## config.mk

```make
export PLATFORM = sky130hd
export DESIGN_NAME = pipe_hazard_ctrl
export DESIGN_NICKNAME = d
export VERILOG_FILES = /design/src/rtl/pipe_hazard_ctrl.sv
export SDC_FILE = /design/constraint.sdc
export NUM_CORES = 1
export LEC_CHECK = 0
export CAP_MARGIN = 40
export CORE_MARGIN = 2
export CORE_UTILIZATION = 31
export CTS_BUF_LIST = sky130_fd_sc_hd__clkbuf_16
export DETAILED_ROUTE_END_ITERATION = 6
export MAX_ROUTING_LAYER = met4
export PLACE_DENSITY = 0.76
export RECOVER_POWER = 100
export SYNTH_ARGS = -nofsm -noshare
export SYNTH_HDL_FRONTEND = slang
export SYNTH_SLANG_ARGS = --single-unit
```

## constraint.sdc

```tcl
create_clock -name clk_i -period 2.7 [get_ports clk_i]
set_clock_uncertainty 0.15 [all_clocks]
set_input_delay 0.81 -clock clk_i [delete_from_list [all_inputs] [get_ports clk_i]]
set_output_delay 0.81 -clock clk_i [all_outputs]
set_load 0.02 [all_outputs]
```

## src/rtl/pipe_hazard_ctrl.sv

```systemverilog
// Pipeline stall/flush controller with load-use and early-operand hazard detection.
// Optional STALL_WATCHDOG_EN adds a saturating stall-timeout counter.
module pipe_hazard_ctrl #(
  parameter int unsigned STAGES     = 5,
  parameter int unsigned NUM_SRC    = 2,
  parameter logic [31:0] EXC_VECTOR = 32'hBFC00380,
  parameter int unsigned WD_W       = 8
) (
  input  logic                 clk_i,
  input  logic                 rst_i,
  input  logic                 inst_stall_i,
  input  logic                 data_stall_i,
  input  logic                 ex_busy_i,
  input  logic                 exc_valid_i,
  input  logic                 exc_is_eret_i,
  input  logic [31:0]          cp0_epc_i,
  input  logic [NUM_SRC*5-1:0] id_src_addr_i,
  input  logic [NUM_SRC-1:0]   id_src_ren_i,
  input  logic                 id_needs_early_i,
  input  logic                 ex_wreg_i,
  input  logic [4:0]           ex_wd_i,
  input  logic [NUM_SRC*5-1:0] ex_src_addr_i,
  input  logic [NUM_SRC-1:0]   ex_src_ren_i,
  input  logic                 mem_is_load_i,
  input  logic [4:0]           mem_wd_i,
  output logic [STAGES-1:0]    stage_stall_o,
  output logic [STAGES-1:0]    stage_flush_o,
  output logic                 stall_all_o,
  output logic                 flush_o,
  output logic [31:0]          new_pc_o,
  output logic                 watchdog_o
);

  typedef enum logic [1:0] {
    RUN,
    PEND,
    FLUSH
  } state_t;

  state_t      state_q, state_d;
  logic [31:0] target_q, target_d;
  logic        ex_hazard, id_hazard;
  logic [WD_W-1:0] wd_cnt_q;

  assign stall_all_o = inst_stall_i | data_stall_i | ex_busy_i;

  // Operand compares; register 0 is hardwired and never a hazard
  always_comb begin
    ex_hazard = 1'b0;
    id_hazard = 1'b0;
    for (int i = 0; i < NUM_SRC; i++) begin
      if (ex_src_ren_i[i] && (mem_wd_i != 5'd0) &&
          (ex_src_addr_i[i*5 +: 5] == mem_wd_i))
        ex_hazard = 1'b1;
      if (id_src_ren_i[i] && (ex_wd_i != 5'd0) &&
          (id_src_addr_i[i*5 +: 5] == ex_wd_i))
        id_hazard = 1'b1;
    end
    ex_hazard = ex_hazard & mem_is_load_i;
    id_hazard = id_hazard & id_needs_early_i & ex_wreg_i;
  end

  // Per-stage hold/bubble vectors by priority
  always_comb begin
    stage_stall_o = '0;
    stage_flush_o = '0;
    if (flush_o) begin
      stage_flush_o = '1;
    end else if (stall_all_o) begin
      stage_stall_o = '1;
    end else if (ex_hazard) begin
      stage_stall_o[2:0] = 3'b111;
      stage_flush_o[3]   = 1'b1;
    end else if (id_hazard) begin
      stage_stall_o[1:0] = 2'b11;
      stage_flush_o[2]   = 1'b1;
    end
    if (rst_i)
      stage_flush_o = '1;
  end

  // Redirect FSM state and latched target
  always_ff @(posedge clk_i or posedge rst_i) begin
    if (rst_i) begin
      state_q  <= RUN;
      target_q <= 32'd0;
    end else begin
      state_q  <= state_d;
      target_q <= target_d;
    end
  end

  // Redirect FSM next state; first exception wins until the pulse
  always_comb begin
    state_d  = state_q;
    target_d = target_q;
    unique case (state_q)
      RUN: begin
        if (exc_valid_i) begin
          target_d = exc_is_eret_i ? cp0_epc_i : EXC_VECTOR;
          state_d  = stall_all_o ? PEND : FLUSH;
        end
      end
      PEND: begin
        if (!stall_all_o)
          state_d = FLUSH;
      end
      FLUSH: state_d = RUN;
      default: state_d = RUN;
    endcase
  end

  assign flush_o  = (state_q == FLUSH);
  assign new_pc_o = target_q;

`ifdef STALL_WATCHDOG_EN
  // Count consecutive stalled cycles, saturating at all ones
  always_ff @(posedge clk_i or posedge rst_i) begin
    if (rst_i)
      wd_cnt_q <= '0;
    else if (!stall_all_o)
      wd_cnt_q <= '0;
    else if (!(&wd_cnt_q))
      wd_cnt_q <= wd_cnt_q + 1'b1;
  end
`else
  assign wd_cnt_q = '0;
`endif

  assign watchdog_o = &wd_cnt_q;

endmodule

```

; ---- Yosys cells after proc, flatten, opt, wreduce, memory -nomap -nowiden
; Index checks and enable logic that the tools add are counted.
[totals]
regBits = 34
input_bits = 76
out_inout_bits = 45
elab_cells = 50
[op_classes]
n_eq_ne = 8
n_mux = 22
bitwise_logic = 5
reduce_logical = 13
[ops]
columns = op, n
row1 = $mux W32, 1
row2 = $eq A5 B5 Y1, 4
row3 = $mux W2, 9
row4 = $mux W5, 2
row5 = $reduce_bool A5 Y1, 2
row6 = $logic_and A1 B1 Y1, 8
row7 = $mux W1, 8
row8 = $ne A2 B2 Y1 const B, 2
row9 = $pmux W2 S2, 1
row10 = $reduce_and A2 Y1, 2
row11 = $and A1 B1 Y1, 3
row12 = $mux W3, 1
row13 = $eq A2 B1 Y1 const B, 1
row14 = $eq A2 B2 Y1 const B, 1
row15 = $logic_not A2 Y1, 1
row16 = $or A1 B1 Y1, 2

; ---- Longest topological paths before layout
; Gate-level depths: netlist of the first run.
[depth]
word_depth = 12
ltp_mapped = 6
mapped_depth_nobuf = 5

; ---- Least setup slack after synthesis of the first run
; Ideal clock, no wire load.
[synth_timing]
kind = input-to-output
startpoint = input ex_wd_i[2]
endpoint = output stage_stall_o[1]
t_arrival_ns = 2.083
required_time_ns = 1.740
path_slack_ns = -0.343
cell_stages = 6
path_buffers = 1
path_cell_list = xnor2_1 > nand4_1 > o22ai_1 > o2111ai_1 > a31oi_1 > buf_4
[synth_via]
elab_chain_len = 11
word_cells_on_any_way = 15
cone_classes = eq/ne (2) / mux (6) / bitwise (2) / reduce/logical (5)
[synth_rtl]
columns = item, line_no
row1 = start: declaration, 21  ; input logic [4:0] ex_wd_i,
row2 = $reduce_bool A5 Y1, 55  ; if (id_src_ren_i[i] && (ex_wd_i != 5'd0) &&
row3 = $logic_and A1 B1 Y1 (2 in a row), 55
row4 = $mux W1, 55
row5 = $mux W1 (*), 55
row6 = $and A1 B1 Y1 (*) (2 in a row), 60  ; id_hazard = id_hazard & id_needs_early_i & ex_wreg_i;
row7 = $mux W2 (*), 74  ; end else if (id_hazard) begin
row8 = $mux W2 (*), 71  ; end else if (ex_hazard) begin
row9 = $mux W3 (*), 69  ; end else if (stall_all_o) begin
row10 = $mux W5 (*), 67  ; if (flush_o) begin
row11 = end: declaration, 26  ; output logic [STAGES-1:0] stage_stall_o,
; Every way passes the cells marked *; elsewhere a longest branch is shown, timed or not.

; ---- Final worst setup path of the first run
[layout_timing]
startpoint = input mem_wd_i[1]
endpoint = output stage_stall_o[0]
[layout_via]
elab_chain_len = 9
word_cells_on_any_way = 13
cone_classes = eq/ne (2) / mux (5) / bitwise (1) / reduce/logical (5)
[layout_rtl]
columns = item, line_no
row1 = start: declaration, 25  ; input logic [4:0] mem_wd_i,
row2 = $reduce_bool A5 Y1, 52  ; if (ex_src_ren_i[i] && (mem_wd_i != 5'd0) &&
row3 = $logic_and A1 B1 Y1 (2 in a row), 52
row4 = $mux W1, 52
row5 = $mux W1 (*), 52
row6 = $and A1 B1 Y1 (*), 59  ; ex_hazard = ex_hazard & mem_is_load_i;
row7 = $mux W2 (*), 71
row8 = $mux W3 (*), 69
row9 = $mux W5 (*), 67
; Marks and branches as above.

==> run metrics, run 1 <==
outcome=complete, but fails checks; violated checks=setup timing; I/O pin cnt=121; CP required=1.74 ns; Synth Instances=196; Placer Congestion=0.768; number of port buffers=119; most frequent cells in the layout=nand2_1, clkdlybuf4s50_1, dfrtp_1, o21ai_0, dlygate4sd3_1; Mapped Nets=272; RR Endpoint=new_pc_o[18]$_DFFE_PP0P_; RSZ-0062 raised after global routing=true; share of cells above drive strength 1=17.5%; hold-fix buffers at CTS=0; initial antenna violation count=0; minimum clock period after layout=3.04 ns; Multi-input gate area=846 um2; WP data arrival=2.08 ns; Clock Tree Buf Depth=2; global-route wire length before repair=8140 um; Setup Viol. Count Final=6; Worst-Margin Slew=0.845 ns; Clock Latency Late Sink=0.27 ns; Levels on crit path=5; Total Routing Usage GR=17.2%; ys flop type=dfrtp_1; sequential area share after synthesis=49.7%; number of antenna diodes=0; Starting Density=31.6%; Async SR Flop Fraction=100%; Sum Neg Setup Slack=-1.73 ns; total gr overflow=0; Peak Freq=329 MHz; H-tree levels=2; Die Ht=78.3 um; most common cell after layout, fill and taps aside=nand2_1; FF/Latch Area=851 um2; Slew Limit Headroom=43.7%; WL met3=275 um; Detail Placement HPWL=3740 um; fillers=491; Avg WL per Cell=12.4 um; CP startpoint=mem_wd_i[1]; Post-synth EDFFs=0; CP endpoint=stage_stall_o[0]; critical-path maximum fanout=3; setup ws final=-0.335 ns; core area=5410 um2; Root Buffer=clkbuf_16; DR DRC count=0; Register-to-Register Path Depth=5; CTS tree=done; worst reg2reg path startpoint=state_q[0]$_DFFE_PP0P_; Post-Route Utilization=59.1%; CP max-delay cell=or4_4; worst setup path class=input port to primary output; initial drt markers=64; CTS buffer count=5; Ys Warns=0; CP Capture Type=primary output; Slew Limit Fails=0; top layer in use=met4; CP max stage delay=0.53 ns; via/cell ratio=4.42; TritonRoute pass-1 iters=4; R2R setup slack=1.42 ns; launching element type of the critical path=input port; Cell Chain, Critical Path=buf_6, or4_4, o211ai_1, a31oi_2, buf_4; M1 WL=1980 um; clk sinks=34; fin nets=401; Total Wirelength=4920 um; Die ar.=6130 um2; synthesized area per cell=8.73 um2; crit share post-route=112%; Max Cap Viol=0; die width=78.3 um; mapped cell area=1710 um2; clock-pin slew on the worst setup and hold paths=0.05 ns; Final Hold Viols=0; leakage=0.00146 uW; Final ANT Viol Nets=0; largest net degree at the start of global routing=39; delay-heaviest family, CP=simple AND/OR/NAND/NOR gates; Max rail drop VDD=0.371 mV; row count=27; Area Growth Syn to Fin=86.8%; Worst Hold Class=flop to flop; Power Density=605 nW/um2; WL met2=2580 um; routed vias=1,754; vias in the first global route=1,726; WP buf/inv=2; FF+latch count, synth=34; Yosys cell types=22
[cells in the mapped netlist (2+ instances only)]
master     n  area share (%)
buf_4      5             2.2
clkbuf_1   9             2.0
dfrtp_1   34              50
inv_1      3            0.66
nand2_1   57              13
nand4_1    4             1.5
nor2_1     5             1.1
nor2b_1   13             4.8
o21ai_0   33             9.7
o22ai_1    2            0.73
xnor2_1   20              10
[area by class of cell]
class | count | area share (%)
Clock buffer | 5 | 3.92
Tap cell | 72 | 2.82
Clock inverter | 2 | 1.06
Sequential cell | 34 | 26.6
Timing Repair Buffer | 136 | 38.7
Inverter | 3 | 0.353
Multi-Input combinational cell | 145 | 26.5
[routing by layer]
metal	GRT usage, %	vias to the layer above
met5	-	-
met4	5.09	0
met3	4.94	10
met2	29.5	64
met1	19.6	786
li1	-	894
[tightest hold or removal path, cell delays in order (launching register included)]
cell and delay, ns:
dfrtp_1 0.33, nand2_1 0.04, o21ai_0 0.06
[worst min-delay path by stage]
stage                                        start                       end  cells after the start
final                      new_pc_o[2]$_DFFE_PP0P_   new_pc_o[2]$_DFFE_PP0P_                      2
after global routing       new_pc_o[2]$_DFFE_PP0P_   new_pc_o[2]$_DFFE_PP0P_                      2
after CTS                 new_pc_o[29]$_DFFE_PP0P_  new_pc_o[29]$_DFFE_PP0P_                      2
after detailed placement  new_pc_o[19]$_DFFE_PP0P_  new_pc_o[19]$_DFFE_PP0P_                      2
after global placement     new_pc_o[7]$_DFFE_PP0P_   new_pc_o[7]$_DFFE_PP0P_                      2
after floorplan             state_q[1]$_DFFE_PP0P_    state_q[0]$_DFFE_PP0P_                      2
[kinds of logic (layout without fill, tap and decap cells)]
| group | count (synthesis) | in the layout | synth area share [%] |
|---|---|---|---|
| AOI/OAI and AO/OA | 42 | 42 | 13.8 |
| xor gates and xnor gates | 20 | 20 | 10.2 |
| buffers and inverters | 17 | 146 | 4.83 |
| DFF | 34 | 34 | 49.7 |
| other | 1 | 1 | 0.219 |
| and+or+nand+nor | 82 | 82 | 21.2 |
[registers in the layout, indices dropped and copies added (netlist names)]
signal,flops
new_pc_o,32
state_q,2
[stage by stage]
stage / hold slack [ns] / instance area [um2] / instances / total power [uW] / setup WS (ns)
after CTS: 0.331 / 3220 / 395 / 2020 / -0.343
after detailed placement: 0.319 / 3040 / 385 / 1380 / -1.19
after global placement: 0.310 / 3040 / 385 / 1370 / -1.12
after floorplan: 0.377 / 1740 / 196 / 984 / -0.270
after global routing: 0.347 / 3190 / 397 / 2050 / -0.388
final: 0.319 / 3190 / 397 / 1930 / -0.335
[timing repair]
action,in CTS,in global routing
resized for setup,138,15
setup endpoints to repair,11,9
setup buffers,3,2
pin swaps,35,19
[power breakdown]
part / switching [uW] / internal (uW) / total (uW)
clock network: 192 / 426 / 618
registers: 50.7 / 618 / 669
logic: 332 / 314 / 645
total: 574 / 1360 / 1930
No activity file was read; power rests on OpenSTA's default activity.
==> inputs of run 2 (changes only) <==
GPL_TIMING_DRIVEN = 0   (was not set)
==> run 2 against run 1 <==
Compared with the run above: the flow still finishes with violations (setup timing); critical path type unchanged; design area barely moved; worst setup slack worse by 0.11 ns; largest cell class unchanged; non-clock buffer count up 7; global-route usage up 0.53 points.
==> run metrics, run 2 (synthesis results as in run 1) <==
outcome=complete, but fails checks; violated checks=setup timing; fin nets=408 (+1.7%); TritonRoute pass-1 iters=4 (unchanged); WL met3=240 um (-13%); CTS buffer count=5 (unchanged); Total Wirelength=5130 um (+4.2%); Die ar.=6130 um2 (unchanged); # placed instances=388 (+0.78%); largest net degree at the start of global routing=19 (-51%); fillers=537 (+9.4%); Total Routing Usage GR=17.7% (+0.53 points); Max Cap Viol=0 (unchanged); share of cells above drive strength 1=22.5% (+5.0 points); crit share post-route=116% (+4.0 points); Setup Viol. Count Final=8 (+2); Clock Tree Buf Depth=2 (unchanged); CP Capture Type=primary output; vias in the first global route=1,830 (+6.0%); critical-path maximum fanout=3 (unchanged); RSZ-0062 raised after global routing=true; CTS tree=done; Root Buffer=clkbuf_16; WL met2=2710 um (+4.8%); most frequent cells in the layout=nand2_1, clkdlybuf4s50_1, dlygate4sd3_1, dfrtp_1, o21ai_0; CP required=1.74 ns (about the same); core area=5410 um2 (unchanged); clk sinks=34 (unchanged); setup ws final=-0.442 ns (-0.107 ns); Final ANT Viol Nets=0 (unchanged); Starting Density=31.6% (unchanged); Slew Limit Fails=0 (unchanged); row count=27 (unchanged); I/O pin cnt=121 (unchanged); CP startpoint=mem_wd_i[1]; M1 WL=2130 um (+7.2%); worst setup path class=input port to primary output; Worst Hold Class=flop to flop; Final Hold Viols=0 (unchanged); Die Ht=78.3 um (unchanged); minimum clock period after layout=3.14 ns (+0.107 ns); Max rail drop VDD=0.380 mV (+2.6%); Area Growth Syn to Fin=86.9% (about the same); routed vias=1,785 (+1.8%); leakage=0.00147 uW (+0.81%); Placer Congestion=0.759 (-1.2%); Clock Latency Late Sink=0.27 ns (about the same); Worst-Margin Slew=0.637 ns (-0.207 ns); number of port buffers=119 (unchanged); Post-Route Utilization=59.1% (about the same); global-route wire length before repair=8360 um (+2.6%); most common cell after layout, fill and taps aside=nand2_1; Detail Placement HPWL=3970 um (+6.0%); Hold Crit Start=new_pc_o[11]$_DFFE_PP0P_; launching element type of the critical path=input port; H-tree levels=2 (unchanged); Avg WL per Cell=12.7 um (+2.2%); Power Density=582 nW/um2 (-3.7%); WP data arrival=2.18 ns (+0.10 ns); clock-pin slew on the worst setup and hold paths=0.05 ns (about the same); Slew Limit Headroom=57.5% (+14 points); number of antenna diodes=0 (unchanged); total gr overflow=0 (unchanged); worst reg2reg path startpoint=state_q[0]$_DFFE_PP0P_; DR DRC count=0 (unchanged); R2R setup slack=1.20 ns (-0.22 ns); via/cell ratio=4.41 (-0.24%); die width=78.3 um (unchanged); Layout Cells excl Fill=405 (+2.0%); initial antenna violation count=0 (unchanged); top layer in use=met4; Peak Freq=318 MHz (-3.4%); Largest register FFs=32 (unchanged); initial drt markers=81 (+27%)
## run 2: cell types whose count changed in the layout (fill, tap and decap cells not counted), moves of 2 or more
cell / previous run / this run
clkbuf_1: 0 / 9
clkbuf_2: 9 / 16
clkdlybuf4s15_1: 9 / 3
xnor2_1: 19 / 14
xnor2_2: 1 / 6
dlygate4sd2_1: 13 / 9
dlygate4sd3_1: 33 / 35
inv_2: 0 / 2
## run 2: stage by stage
step                hold slack, ns  setup TNS [ns]  setup WS (ns)  total power, uW  instance area [um2]
global route                 0.355           -2.56         -0.505             1970                 3200
finish                       0.321           -2.05         -0.442             1860                 3200
global placement             0.313           -8.78          -1.23             1370                 3020
floorplan                    0.377          -0.623         -0.270              984                 1740
detailed placement           0.320           -9.00          -1.24             1390                 3050
CTS                          0.332           -1.79         -0.400             1930                 3220
## run 2: worst paths after layout
check | end | cells after the start
max reg2reg | new_pc_o[26]$_DFFE_PP0P_ | 5
min reg2reg | new_pc_o[11]$_DFFE_PP0P_ | 2
max | stage_stall_o[1] | 6
max in group asynchronous | new_pc_o[20]$_DFFE_PP0P_ | 3
min in group asynchronous | state_q[1]$_DFFE_PP0P_ | 2
min | new_pc_o[11]$_DFFE_PP0P_ | 2
## run 2: timing repair
action,4_1_cts,5_1_grt
pin swaps,33,25
hold buffers,0,0
buffers inserted,8,2
setup endpoints to repair,11,9
gates resized for setup,126,46
## run 2: critical path, cell delays in order
cell and delay [ns]:
buf_8 0.10, or4_4 0.53, o211ai_1 0.34, a31oi_2 0.14, buf_4 0.15, buf_6 0.12
## run 2: per-layer routing
layer / track usage (%) / up-vias
met4: 4.39 / 0
met1: 21.2 / 808
li1: - / 914
met5: - / -
met2: 30.5 / 57
met3: 3.91 / 6
## run 2: where the power goes
group / switching (uW) / total, uW / internal (uW)
combinational: 336 / 653 / 317
sequential: 55.3 / 673 / 618
clock: 200 / 536 / 336
total: 591 / 1860 / 1270
## run 2: area by class of cell
type                            instances  area, um2  share of cell area, %
Clock inverter                          3       16.3                  0.509
Sequential cell                        34        851                   26.6
Clock buffer                            5        125                   3.91
Tap cell                               72       90.1                   2.82
Timing Repair Buffer                  130       1150                   36.1
Buffer                                 13       63.8                   2.00
Inverter                                3       11.3                  0.352
Multi-Input combinational cell        145        885                   27.7
==> inputs of run 3 (changes only) <==
CORE_UTILIZATION = 45   (was 31)
DONT_BUFFER_PORTS = 1   (was not set)
PLACE_DENSITY = not set   (was 0.76)
clock period = 3.34 ns   (was 2.7 ns; I/O delays follow)
==> run 3 against run 2 <==
Compared with the run above: the run still ends with setup timing left; flip-flop and latch count stayed put; first-iteration DRC count decreased by 43%; cell count is 37% lower; core utilization shrank 4.5 points; register-to-register slack better by 0.65 ns; design area fell by 37%; critical endpoint unchanged; largest cell class is now flip-flops and latches.
==> run metrics, run 3 (synthesis results as in run 1) <==
outcome=complete, but fails checks; violated checks=setup timing; layer with the highest usage=met2; WP data arrival=2.23 ns (+0.05 ns); row count=22 (-19%); Total Routing Usage GR=19.6% (+1.9 points); Sum Neg Setup Slack=-0.0620 ns (+1.99 ns); die width=65.7 um (-16%); Placer Congestion=0.737 (-2.8%); most frequent cells in the layout=nand2_1, dfrtp_1, o21ai_0, xnor2_1, nor2b_1; Worst Hold Class=flop to flop; Slew Limit Headroom=41.0% (-16 points); Final Hold Slack=0.419 ns (+0.0989 ns); minimum clock period after layout=3.38 ns; Die ar.=4310 um2 (-30%); GR Layer Usage met2=33.5% (+2.9 points); CP Capture Type=primary output; Max rail drop VDD=0.358 mV (-5.8%); total gr overflow=0 (unchanged); CTS tree=done; Max Cap Viol=0 (unchanged); largest net degree at the start of global routing=19 (unchanged); Starting Density=46.7% (+15 points); Slew Limit Fails=0 (unchanged); Peak Freq=296 MHz; CP required=2.19 ns (+0.45 ns); critical-path maximum fanout=3 (unchanged); routed vias=1,373 (-23%); Pint=918 uW (-28%); total power=1350 uW (-27%); Clock Tree Buf Depth=2 (unchanged); leakage=0.000843 uW (-43%); share of cells above drive strength 1=10.2% (-12 points); clock share of power=38.0% (+9.2 points); Worst-Margin Slew=0.885 ns (+0.248 ns); worst setup path class=input port to primary output; Clock Latency Late Sink=0.27 ns (about the same); fin nets=281 (-31%); Largest register FFs=32 (unchanged); initial antenna violation count=0 (unchanged); core area=3660 um2 (-32%); I/O pin cnt=121 (unchanged); initial drt markers=46 (-43%); setup ws final=-0.0426 ns (+0.400 ns); vias in the first global route=1,390 (-24%); Psw=434 uW (-26%); Detail Placement HPWL=3110 um (-22%); number of port buffers=0 (-100%); global routing usage on met3=8.56% (+4.7 points); Sw Share=32.1% (+0.39 points); launching element type of the critical path=input port; fillers=341 (-36%); Die Ht=65.7 um (-16%); Flop pwr share=49.6% (+13 points); Final ANT Viol Nets=0 (unchanged); Power Density=676 nW/um2 (+16%); most common cell after layout, fill and taps aside=nand2_1; DR DRC count=0 (unchanged); Setup Viol. Count Final=2 (-6); met1 Track Usage GR=21.0% (-0.23 points); hold-fix buffers at CTS=0 (unchanged); Area Growth Syn to Fin=16.9%; TritonRoute pass-1 iters=4 (unchanged); H-tree levels=2 (unchanged); Final Hold Viols=0 (unchanged); via/cell ratio=5.41 (+23%); Avg WL per Cell=15.9 um (+25%); RSZ-0062 raised after global routing=true; Total Wirelength=4030 um (-22%); Logic pwr share=12.4% (-23 points); global-route wire length before repair=6230 um (-25%); CTS buffer count=5 (unchanged); crit share post-route=101%; clock-pin slew on the worst setup and hold paths=0.05 ns (about the same); clk sinks=34 (unchanged); number of antenna diodes=0 (unchanged); Root Buffer=clkbuf_16
## run 3: timing repair
item                                    CTS  global route
buffers inserted                          1             0
pin swaps                                 1             2
resized for setup                         1             7
endpoints found under the setup margin    3             4
## run 3: layout make-up
class / count / area, um2 / area share [%]
plain buffers: 14 / 71.3 / 3.57
clock buffers: 5 / 125 / 6.26
clock inverters: 3 / 45.0 / 2.25
inverters: 3 / 11.3 / 0.563
multi-input cells: 145 / 825 / 41.2
flip-flops and latches: 34 / 851 / 42.6
well taps: 48 / 60.1 / 3.00
repair buffers: 2 / 11.3 / 0.563
## run 3: worst max-delay path: stages
cell      delay [ns]
or4_4           0.52
o211ai_1        0.33
a31oi_4         0.19
buf_6           0.19
## run 3: metal layers
metal  wire (um)  part of all wire (%)  vias up
met5           0                     0        -
met4          32                  0.79        0
met3         399                   9.9        4
met2        2080                    52       62
met1        1520                    38      653
li1            -                     -      654
## run 3: power groups by stage
stage               registers (uW)  logic (uW)  clock network, uW
floorplan                      658         136                  0
global placement               676         154                  0
detailed placement             678         170                  0
CTS                            672         170                523
global route                   681         196                544
finish                         671         167                514
## run 3: worst paths after layout
| kind | slack, ns | start | end | cells after the start |
|---|---|---|---|---|
| worst max-delay path | -0.04 | mem_wd_i[1] | stage_stall_o[1] | 4 |
| worst min-delay path | 0.42 | state_q[1]$_DFFE_PP0P_ | state_q[1]$_DFFE_PP0P_ | 2 |
| worst max register to register | 1.85 | state_q[0]$_DFFE_PP0P_ | new_pc_o[15]$_DFFE_PP0P_ | 4 |
| worst min register to register | 0.42 | state_q[1]$_DFFE_PP0P_ | state_q[1]$_DFFE_PP0P_ | 2 |
| max in group asynchronous | 1.26 | rst_i | new_pc_o[1]$_DFFE_PP0P_ | 2 |
| min in group asynchronous | 0.56 | rst_i | state_q[1]$_DFFE_PP0P_ | 1 |
## run 3: stage by stage
stage          setup WS [ns]  std cells  utilization (%)  area (um2)
5_1_grt               -0.114        254             54.6        2000
4_1_cts              -0.0894        254             54.3        1990
3_5_place_dp          -0.147        245             49.5        1810
6_report             -0.0426        254             54.6        2000
2_1_floorplan        -0.0173        196                -        1720
3_3_place_gp          -0.118        244             48.7        1780
